$ cat config.mk
export PLATFORM = sky130hd
export DESIGN_NAME = pixel_scan_ctrl
export DESIGN_NICKNAME = d
export VERILOG_FILES = /design/src/rtl/pixel_scan_ctrl.sv
export SDC_FILE = /design/constraint.sdc
export NUM_CORES = 1
export LEC_CHECK = 0
export CORE_ASPECT_RATIO = 0.9
export CORE_MARGIN = 2
export CORE_UTILIZATION = 40
export CTS_CLUSTER_SIZE = 40
export DETAILED_ROUTE_END_ITERATION = 8
export GPL_TIMING_DRIVEN = 0
export HOLD_SLACK_MARGIN = 0.03
export PLACE_DENSITY = 0.58
export SLEW_MARGIN = 25
export SYNTH_ARGS = -nofsm -noshare
export SYNTH_HDL_FRONTEND = slang
export SYNTH_SLANG_ARGS = --single-unit
$ cat constraint.sdc
create_clock -name clk_u -period 5.15 [get_ports clk_u]
set_input_delay 0.515 -clock clk_u [delete_from_list [all_inputs] [get_ports clk_u]]
set_output_delay 0.515 -clock clk_u [all_outputs]
set_load 0.02 [all_outputs]
$ cat src/rtl/pixel_scan_ctrl.sv
// Raster-order frame scanner: walks a 1-bpp frame memory on start and presents pixels with line/frame markers.
// Read issued in cycle N yields pixel_out in N+2; no backpressure, the output stage must accept every valid pixel.
module pixel_scan_ctrl #(
    parameter int H_PIX   = 32,
    parameter int V_LINES = 16,
    parameter int H_BLANK = 4,
    parameter int ADDR_W  = 9
) (
    input  logic              clk_u,
    input  logic              rst_u,
    input  logic              start_in,
    output logic [ADDR_W-1:0] rd_addr_out,
    output logic              rd_en_out,
    input  logic              rd_data_in,
    output logic              pixel_out,
    output logic              pixel_valid_out,
    output logic              line_start_out,
    output logic              frame_start_out,
    output logic              busy_out,
    output logic              done_out
);

    localparam int COL_W = $clog2(H_PIX);
    localparam int ROW_W = (V_LINES > 1) ? $clog2(V_LINES) : 1;
    localparam int CNT_W = $clog2(H_BLANK + 2);

    localparam logic [COL_W-1:0] COL_LAST   = COL_W'(H_PIX - 1);
    localparam logic [ROW_W-1:0] ROW_LAST   = ROW_W'(V_LINES - 1);
    localparam logic [CNT_W-1:0] BLANK_LAST = CNT_W'((H_BLANK > 0) ? H_BLANK - 1 : 0);
    localparam logic [CNT_W-1:0] DRAIN_LAST = CNT_W'(1);

    generate
        if (H_PIX * V_LINES > 2 ** ADDR_W) begin : g_addr_too_narrow
            $error("pixel_scan_ctrl: H_PIX*V_LINES does not fit in ADDR_W address bits");
        end
        if (H_PIX < 2) begin : g_line_too_short
            $error("pixel_scan_ctrl: H_PIX must be at least 2");
        end
    endgenerate

    typedef enum logic [1:0] {
        IDLE   = 2'd0,
        ACTIVE = 2'd1,
        HBLANK = 2'd2,
        DRAIN  = 2'd3
    } state_t;

    state_t             state_q;
    logic [COL_W-1:0]   col_q;
    logic [ROW_W-1:0]   row_q;
    logic [ADDR_W-1:0]  addr_q;
    logic [CNT_W-1:0]   cnt_q;
    logic               rd_en_q;
    logic               ls_q;
    logic               fs_q;
    logic               busy_q;
    logic               done_q;

    logic               en_d1_q;
    logic               ls_d1_q;
    logic               fs_d1_q;
    logic               pix_q;
    logic               vld_q;
    logic               ls_out_q;
    logic               fs_out_q;

    // cnt_q is shared: blank length in HBLANK, flush length in DRAIN.
    always_ff @(posedge clk_u or posedge rst_u) begin
        if (rst_u) begin
            state_q <= IDLE;
            col_q   <= '0;
            row_q   <= '0;
            addr_q  <= '0;
            cnt_q   <= '0;
            rd_en_q <= 1'b0;
            ls_q    <= 1'b0;
            fs_q    <= 1'b0;
            busy_q  <= 1'b0;
            done_q  <= 1'b0;
        end else begin
            done_q <= 1'b0;
            case (state_q)
                IDLE: begin
                    if (start_in) begin
                        state_q <= ACTIVE;
                        col_q   <= '0;
                        row_q   <= '0;
                        addr_q  <= '0;
                        rd_en_q <= 1'b1;
                        ls_q    <= 1'b1;
                        fs_q    <= 1'b1;
                        busy_q  <= 1'b1;
                    end
                end
                ACTIVE: begin
                    fs_q <= 1'b0;
                    if (col_q == COL_LAST) begin
                        col_q <= '0;
                        if (row_q == ROW_LAST) begin
                            // Address stays on the last pixel; no wrap past the frame.
                            state_q <= DRAIN;
                            cnt_q   <= '0;
                            rd_en_q <= 1'b0;
                            ls_q    <= 1'b0;
                        end else begin
                            row_q  <= row_q + ROW_W'(1);
                            addr_q <= addr_q + ADDR_W'(1);
                            if (H_BLANK > 0) begin
                                state_q <= HBLANK;
                                cnt_q   <= '0;
                                rd_en_q <= 1'b0;
                                ls_q    <= 1'b0;
                            end else begin
                                rd_en_q <= 1'b1;
                                ls_q    <= 1'b1;
                            end
                        end
                    end else begin
                        col_q  <= col_q + COL_W'(1);
                        addr_q <= addr_q + ADDR_W'(1);
                        ls_q   <= 1'b0;
                    end
                end
                HBLANK: begin
                    if (cnt_q == BLANK_LAST) begin
                        state_q <= ACTIVE;
                        rd_en_q <= 1'b1;
                        ls_q    <= 1'b1;
                    end else begin
                        cnt_q <= cnt_q + CNT_W'(1);
                    end
                end
                DRAIN: begin
                    if (cnt_q == DRAIN_LAST) begin
                        state_q <= IDLE;
                        busy_q  <= 1'b0;
                        done_q  <= 1'b1;
                    end else begin
                        cnt_q <= cnt_q + CNT_W'(1);
                    end
                end
                default: state_q <= IDLE;
            endcase
        end
    end

    // Markers ride alongside the read strobe so they line up with the returned data.
    always_ff @(posedge clk_u or posedge rst_u) begin
        if (rst_u) begin
            en_d1_q  <= 1'b0;
            ls_d1_q  <= 1'b0;
            fs_d1_q  <= 1'b0;
            pix_q    <= 1'b0;
            vld_q    <= 1'b0;
            ls_out_q <= 1'b0;
            fs_out_q <= 1'b0;
        end else begin
            en_d1_q  <= rd_en_q;
            ls_d1_q  <= rd_en_q & ls_q;
            fs_d1_q  <= rd_en_q & fs_q;
            vld_q    <= en_d1_q;
            pix_q    <= en_d1_q & rd_data_in;
            ls_out_q <= ls_d1_q;
            fs_out_q <= fs_d1_q;
        end
    end

    assign rd_addr_out     = addr_q;
    assign rd_en_out       = rd_en_q;
    assign pixel_out       = pix_q;
    assign pixel_valid_out = vld_q;
    assign line_start_out  = ls_out_q;
    assign frame_start_out = fs_out_q;
    assign busy_out        = busy_q;
    assign done_out        = done_q;

endmodule

=== Word-level counts from Yosys, hierarchy flattened ===
Cells that the tools add are included.

* Register bits: 35
* Input bits: 4
* Output and inout port bits: 16
* Logic and storage cells: 83

* Add/subtract/negate cells: 4
* Eq/ne operators: 15
* Multiplexer cells: 31
* Bitwise operators: 3
* Reduce and logical (&&, ||, !) cells: 13

{| class="wikitable"
|+ Operators by type and width
! operator !! number
|-
| $mux 9 || 3
|-
| $pmux 9 s2 || 1
|-
| $reduce_and 4->1 || 4
|-
| $ne 2x2->1 const B || 7
|-
| $mux 4 || 3
|-
| $mux 5 || 2
|-
| $pmux 5 s2 || 1
|-
| $add 9x1->9 const B || 1
|-
| $mux 3 || 3
|-
| $pmux 3 s3 || 1
|-
| $reduce_and 3->1 || 3
|-
| $mux 2 || 4
|-
| $pmux 2 s4 || 1
|-
| $pmux 4 s2 || 1
|-
| $mux 1 || 7
|-
| $pmux 1 s3 || 2
|-
| $reduce_bool 3->1 || 2
|-
| $add 5x1->5 const B || 1
|-
| $eq 5x5->1 const B || 1
|-
| $add 4x1->4 const B || 1
|-
| $eq 2x2->1 const B || 2
|-
| $eq 4x4->1 const B || 1
|-
| $pmux 1 s2 || 2
|-
| $reduce_bool 2->1 || 2
|-
| other kinds (8) || 10
|}

=== Longest topological paths before layout ===
* Depth in word-level cells: 4
* Gate-level depth with buffers: 7
* Mapped depth without buffers: 6

=== Worst setup path after synthesis ===
Ideal clock, no wire load.

* Path type: reg2reg
* Start point: reg col_q[0]
* End point: reg row_q[3]
* Setup time: 0.125 ns
* Arrival: 1.705 ns
* Required time: 5.025 ns
* Slack: 3.320 ns
* Cell stages (with the launch flop): 8
* Buffers on the path: 1
* Period minus slack after synthesis: 1.830 ns
* Cells stage by stage: dfrtp_1 > ha_1 > and3_1 > ha_1 > buf_2 > inv_1 > or4_4 > mux2i_1

* Longest elaborated chain between the ends: 3

{| class="wikitable"
|+ RTL lines
! item !! line !! RTL
|-
| start: declaration || 49 || <nowiki>logic [COL_W-1:0] col_q;</nowiki>
|-
| start signal: assignment || 119 || <nowiki>col_q <= col_q + COL_W'(1);</nowiki>
|-
| $eq 5x5->1 || 97 || <nowiki>if (col_q == COL_LAST) begin</nowiki>
|-
| $ne 2x2->1 (no source line) || -- ||
|-
| $reduce_and 4->1 (no source line) || -- ||
|-
| end signal: assignment || 106 || <nowiki>row_q <= row_q + ROW_W'(1);</nowiki>
|-
| end: declaration || 50 || <nowiki>logic [ROW_W-1:0] row_q;</nowiki>
|}

No other way between the ends.
A chain may end at the register's enable or synchronous reset.

=== Final worst setup path ===
* Start point: reg col_q[0]
* End point: reg addr_q[8], in the netlist rd_addr_out[8]

* Longest elaborated chain between the ends: 3
* Elaborated cells between the ends (all ways): 5
* Classes of those cells: eq/ne: 2; mux: 2; reduce/logical: 1

{| class="wikitable"
|+ RTL lines
! item !! line !! RTL
|-
| $eq 5x5->1 (*) || 97 ||
|-
| $ne 3x3->1 (no source line) / $mux 9 (equally long branches) || -- ||
|-
| $reduce_and 3->1 (no source line) / $pmux 9 s2 (equally long branches) || -- ||
|-
| end signal: assignment || 107 || <nowiki>addr_q <= addr_q + ADDR_W'(1);</nowiki>
|-
| end signal: assignment || 120 || <nowiki>addr_q <= addr_q + ADDR_W'(1);</nowiki>
|-
| end: declaration || 51 || <nowiki>logic [ADDR_W-1:0] addr_q;</nowiki>
|}

Mark *: on every way between the ends. The rest lies on a longest branch, timed or not.

==> impl_metrics.json <==
{
  "outcome": "complete, no violations",
  "wl_microns": 3600,
  "post-cts-setup-buffers": 0,
  "antenna_cells": 0,
  "num_vias": 1359,
  "clock_power_share_pct": 16.2,
  "die_w_microns": 74.1,
  "synthDistinctLibCells": 40,
  "ctsRootBufferMaster": "clkbuf_8",
  "grt_pass1_wl_microns": 6260,
  "netSwitchingPower_w": 0.000491,
  "multi_input_area_sq_um": 782,
  "wl_per_cell_microns": 14.1,
  "synth-async-reset-ratio_pct": 100,
  "nFillCells": 382,
  "synth-seq-cells": 35,
  "critPathKind": "reg2reg",
  "clockBufferDepth": 2,
  "synth_mux_area_share_pct": 4.53,
  "synth_compound_gate_area_share_pct": 15.7,
  "critPathArrivalTime_ns": 2.24,
  "p_seq_share_pct": 39.5,
  "required_ns": 5.36,
  "p_sw_share_pct": 40.8,
  "synth_enable_flop_cells": 0,
  "cts_tree": "yes",
  "syn_inst": 169,
  "max-cap-violations": 0,
  "cts_made_buffers": 5,
  "postSynthAreaPerCell_sq_um": 10.5,
  "hold_path_class": "reg2reg",
  "yosys-top-cells-area": "dfrtp_1, ha_1, mux2i_1",
  "maxSlewHeadroom_pct": 52.6,
  "synth_fa_ha_area_share_pct": 4.96,
  "p_leak_nw": 0.955,
  "intPower_w": 0.000711,
  "ir_drop_mv": 0.287,
  "grt_pass1_vias": 1315,
  "grt_use_total_pct": 16.9,
  "p_per_area_mw_per_mm2": 568,
  "routed_via_density": 5.31,
  "initial_utilization_pct": 42.5,
  "clock-sinks": 35,
  "ant_nets": 0,
  "place.port_buffers": 19,
  "h-tree-depth": 2,
  "finalSetupViolCount": 0,
  "ctsResizeCount": 0,
  "hold_viol": 0,
  "dp.cells": 248,
  "syn2layout_area_growth_pct": 19.8,
  "drive_gt1_share_pct": 8.67,
  "instances_no_fill": 256,
  "dpl.hpwl_microns": 2490,
  "fmax_mhz": 493,
  "yosysSeqAreaShare_pct": 49.6,
  "grt_overflow": 0,
  "rows": 22,
  "synth_top_family_by_area": "simple AND/OR/NAND/NOR gates",
  "ys_warn_count": 0,
  "drc_errors": 0,
  "core_sq_mm": 0.00416,
  "clk_latency_ns": 0.29,
  "period_minus_slack_ns": 2.03,
  "ys.flop_type": "dfrtp_1",
  "worstMarginPinSlew_ns": 0.709,
  "ctsHoldBuffers": 0,
  "seq_area_sq_um": 876,
  "critPathCaptureType": "flop",
  "grt_max_degree": 36,
  "synth_largest_area_cell": "dfrtp_1",
  "fin_crit_sh_pct": 39.4,
  "drtPass1Iterations": 5,
  "synthSimpleGateAreaFrac_pct": 19.1,
  "syn-num-nets": 180,
  "setup_tns_ns": 0,
  "synth.most_common_cell": "dfrtp_1",
  "syn_area_sq_mm": 0.00177,
  "place_congestion": 0.809,
  "critPathMaxFanout": 9,
  "antenna_found_initial": 0,
  "ios": 20,
  "synth_common_cells": "dfrtp_1, inv_1, nand2_1",
  "drt_iter0_drc": 56,
  "synth.top_cell.area_share_pct": 49.6,
  "startpoint_type": "flop",
  "die_h_microns": 67.1,
  "cts.clk_slew.worst_paths_ns": 0.08,
  "die-area_sq_mm": 0.00497,
  "synth-xor-area-share_pct": 0,
  "layout.nets": 206,
  "rsz0062_at_grt": "false",
  "drv_slew": 0,
  "p_comb_share_pct": 44.3,
  "fin_skew_ns": 0.00761
}
kinds of logic (layout without fill, tap and decap cells):
kind of cell	Yosys count	after routing
buf+inv	22	49
simple gates	59	59
mux	8	8
compound gates	38	38
fa+ha+maj	7	7
flops	35	35
layer usage:
layer	global-route usage [%]	up-vias	wire length [microns]
met2	25.6	29	1630
met1	23.3	657	1790
met5	0	-	0
met4	6.36	0	44
li1	-	668	-
met3	4.08	5	134
power by group through the flow:
stage | Combinational [W] | Clock [W] | Sequential (W)
floorplan | 0.000325 | 0 | 0.000505
global placement | 0.000524 | 0 | 0.000474
detailed placement | 0.000537 | 0 | 0.000480
CTS | 0.000538 | 0.000200 | 0.000475
global route | 0.000601 | 0.000213 | 0.000495
finish | 0.000533 | 0.000195 | 0.000475
worst max-delay path, stage by stage, from the launching register on:
cell,delay [ns]
dfrtp_1,0.42
ha_1,0.24
and3_1,0.19
ha_1,0.16
buf_2,0.18
nand4_1,0.28
nor4b_1,0.31
a2bb2oi_1,0.19
worst paths after layout:
path / from / end / slack, ns / cells after the start
worst max register to register: col_q[0]$_DFFE_PP0P_ / rd_addr_out[8]$_DFFE_PP0P_ / 3.12 / 7
max in group asynchronous: rst_u / row_q[3]$_DFFE_PP0P_ / 4.03 / 2
worst max-delay path: col_q[0]$_DFFE_PP0P_ / rd_addr_out[8]$_DFFE_PP0P_ / 3.12 / 7
worst min register to register: ls_d1_q$_DFF_PP0_ / line_start_out$_DFF_PP0_ / 0.35 / 0
worst min-delay path: ls_d1_q$_DFF_PP0_ / line_start_out$_DFF_PP0_ / 0.35 / 0
min in group asynchronous: rst_u / col_q[1]$_DFFE_PP0P_ / 0.66 / 2
state kept, by name, summed over array words and instances (netlist names):
name             cells
frame_start_out      1
ls_d1_q              1
rd_en_out            1
ls_q                 1
line_start_out       1
row_q                4
busy_out             1
pixel_out            1
rd_addr_out          9
pixel_valid_out      1
col_q                5
cnt_q                3
en_d1_q              1
state_q              2
fs_q                 1
fs_d1_q              1
done_out             1
layout make-up:
| cell class | count | area share, % |
|---|---|---|
| Buffer | 8 | 2.66 |
| Clock buffer | 6 | 3.43 |
| Clock inverter | 2 | 0.591 |
| Inverter | 14 | 2.48 |
| Multi-Input combinational cell | 112 | 36.9 |
| Sequential cell | 35 | 41.4 |
| Tap cell | 60 | 3.55 |
| Timing Repair Buffer | 19 | 8.98 |
placed cells by master (no fill, tap or decap), types with 2 or more instances in the layout:
cell type and count:
buf_2 3, nand2_1 13, and4_1 2, o221ai_1 4
o21ai_0 7, and3_1 4, a22o_1 2, mux2i_1 8
a31oi_1 4, a311oi_1 2, and2_1 4, buf_6 3
a21oi_1 2, dfrtp_1 35, ha_1 7, nand4_1 5
clkbuf_8 5, nor2b_1 3, nand2b_1 5, o211ai_1 6
clkdlybuf4s50_1 19, clkbuf_1 3, nand3_1 9, o31ai_1 3
inv_1 13, nor2_1 6
metrics by stage:
stage	hold slack (ns)	utilization, %	power, W	setup slack [ns]	instance area [sq um]
floorplan	0.331	-	0.000830	3.32	1770
global placement	0.333	48.9	0.000998	3.06	2030
detailed placement	0.336	48.9	0.00102	3.00	2030
CTS	0.352	50.9	0.00121	3.11	2120
global route	0.354	50.9	0.00131	2.95	2120
finish	0.348	50.9	0.00120	3.12	2120
(Power assumes the default switching activity.)
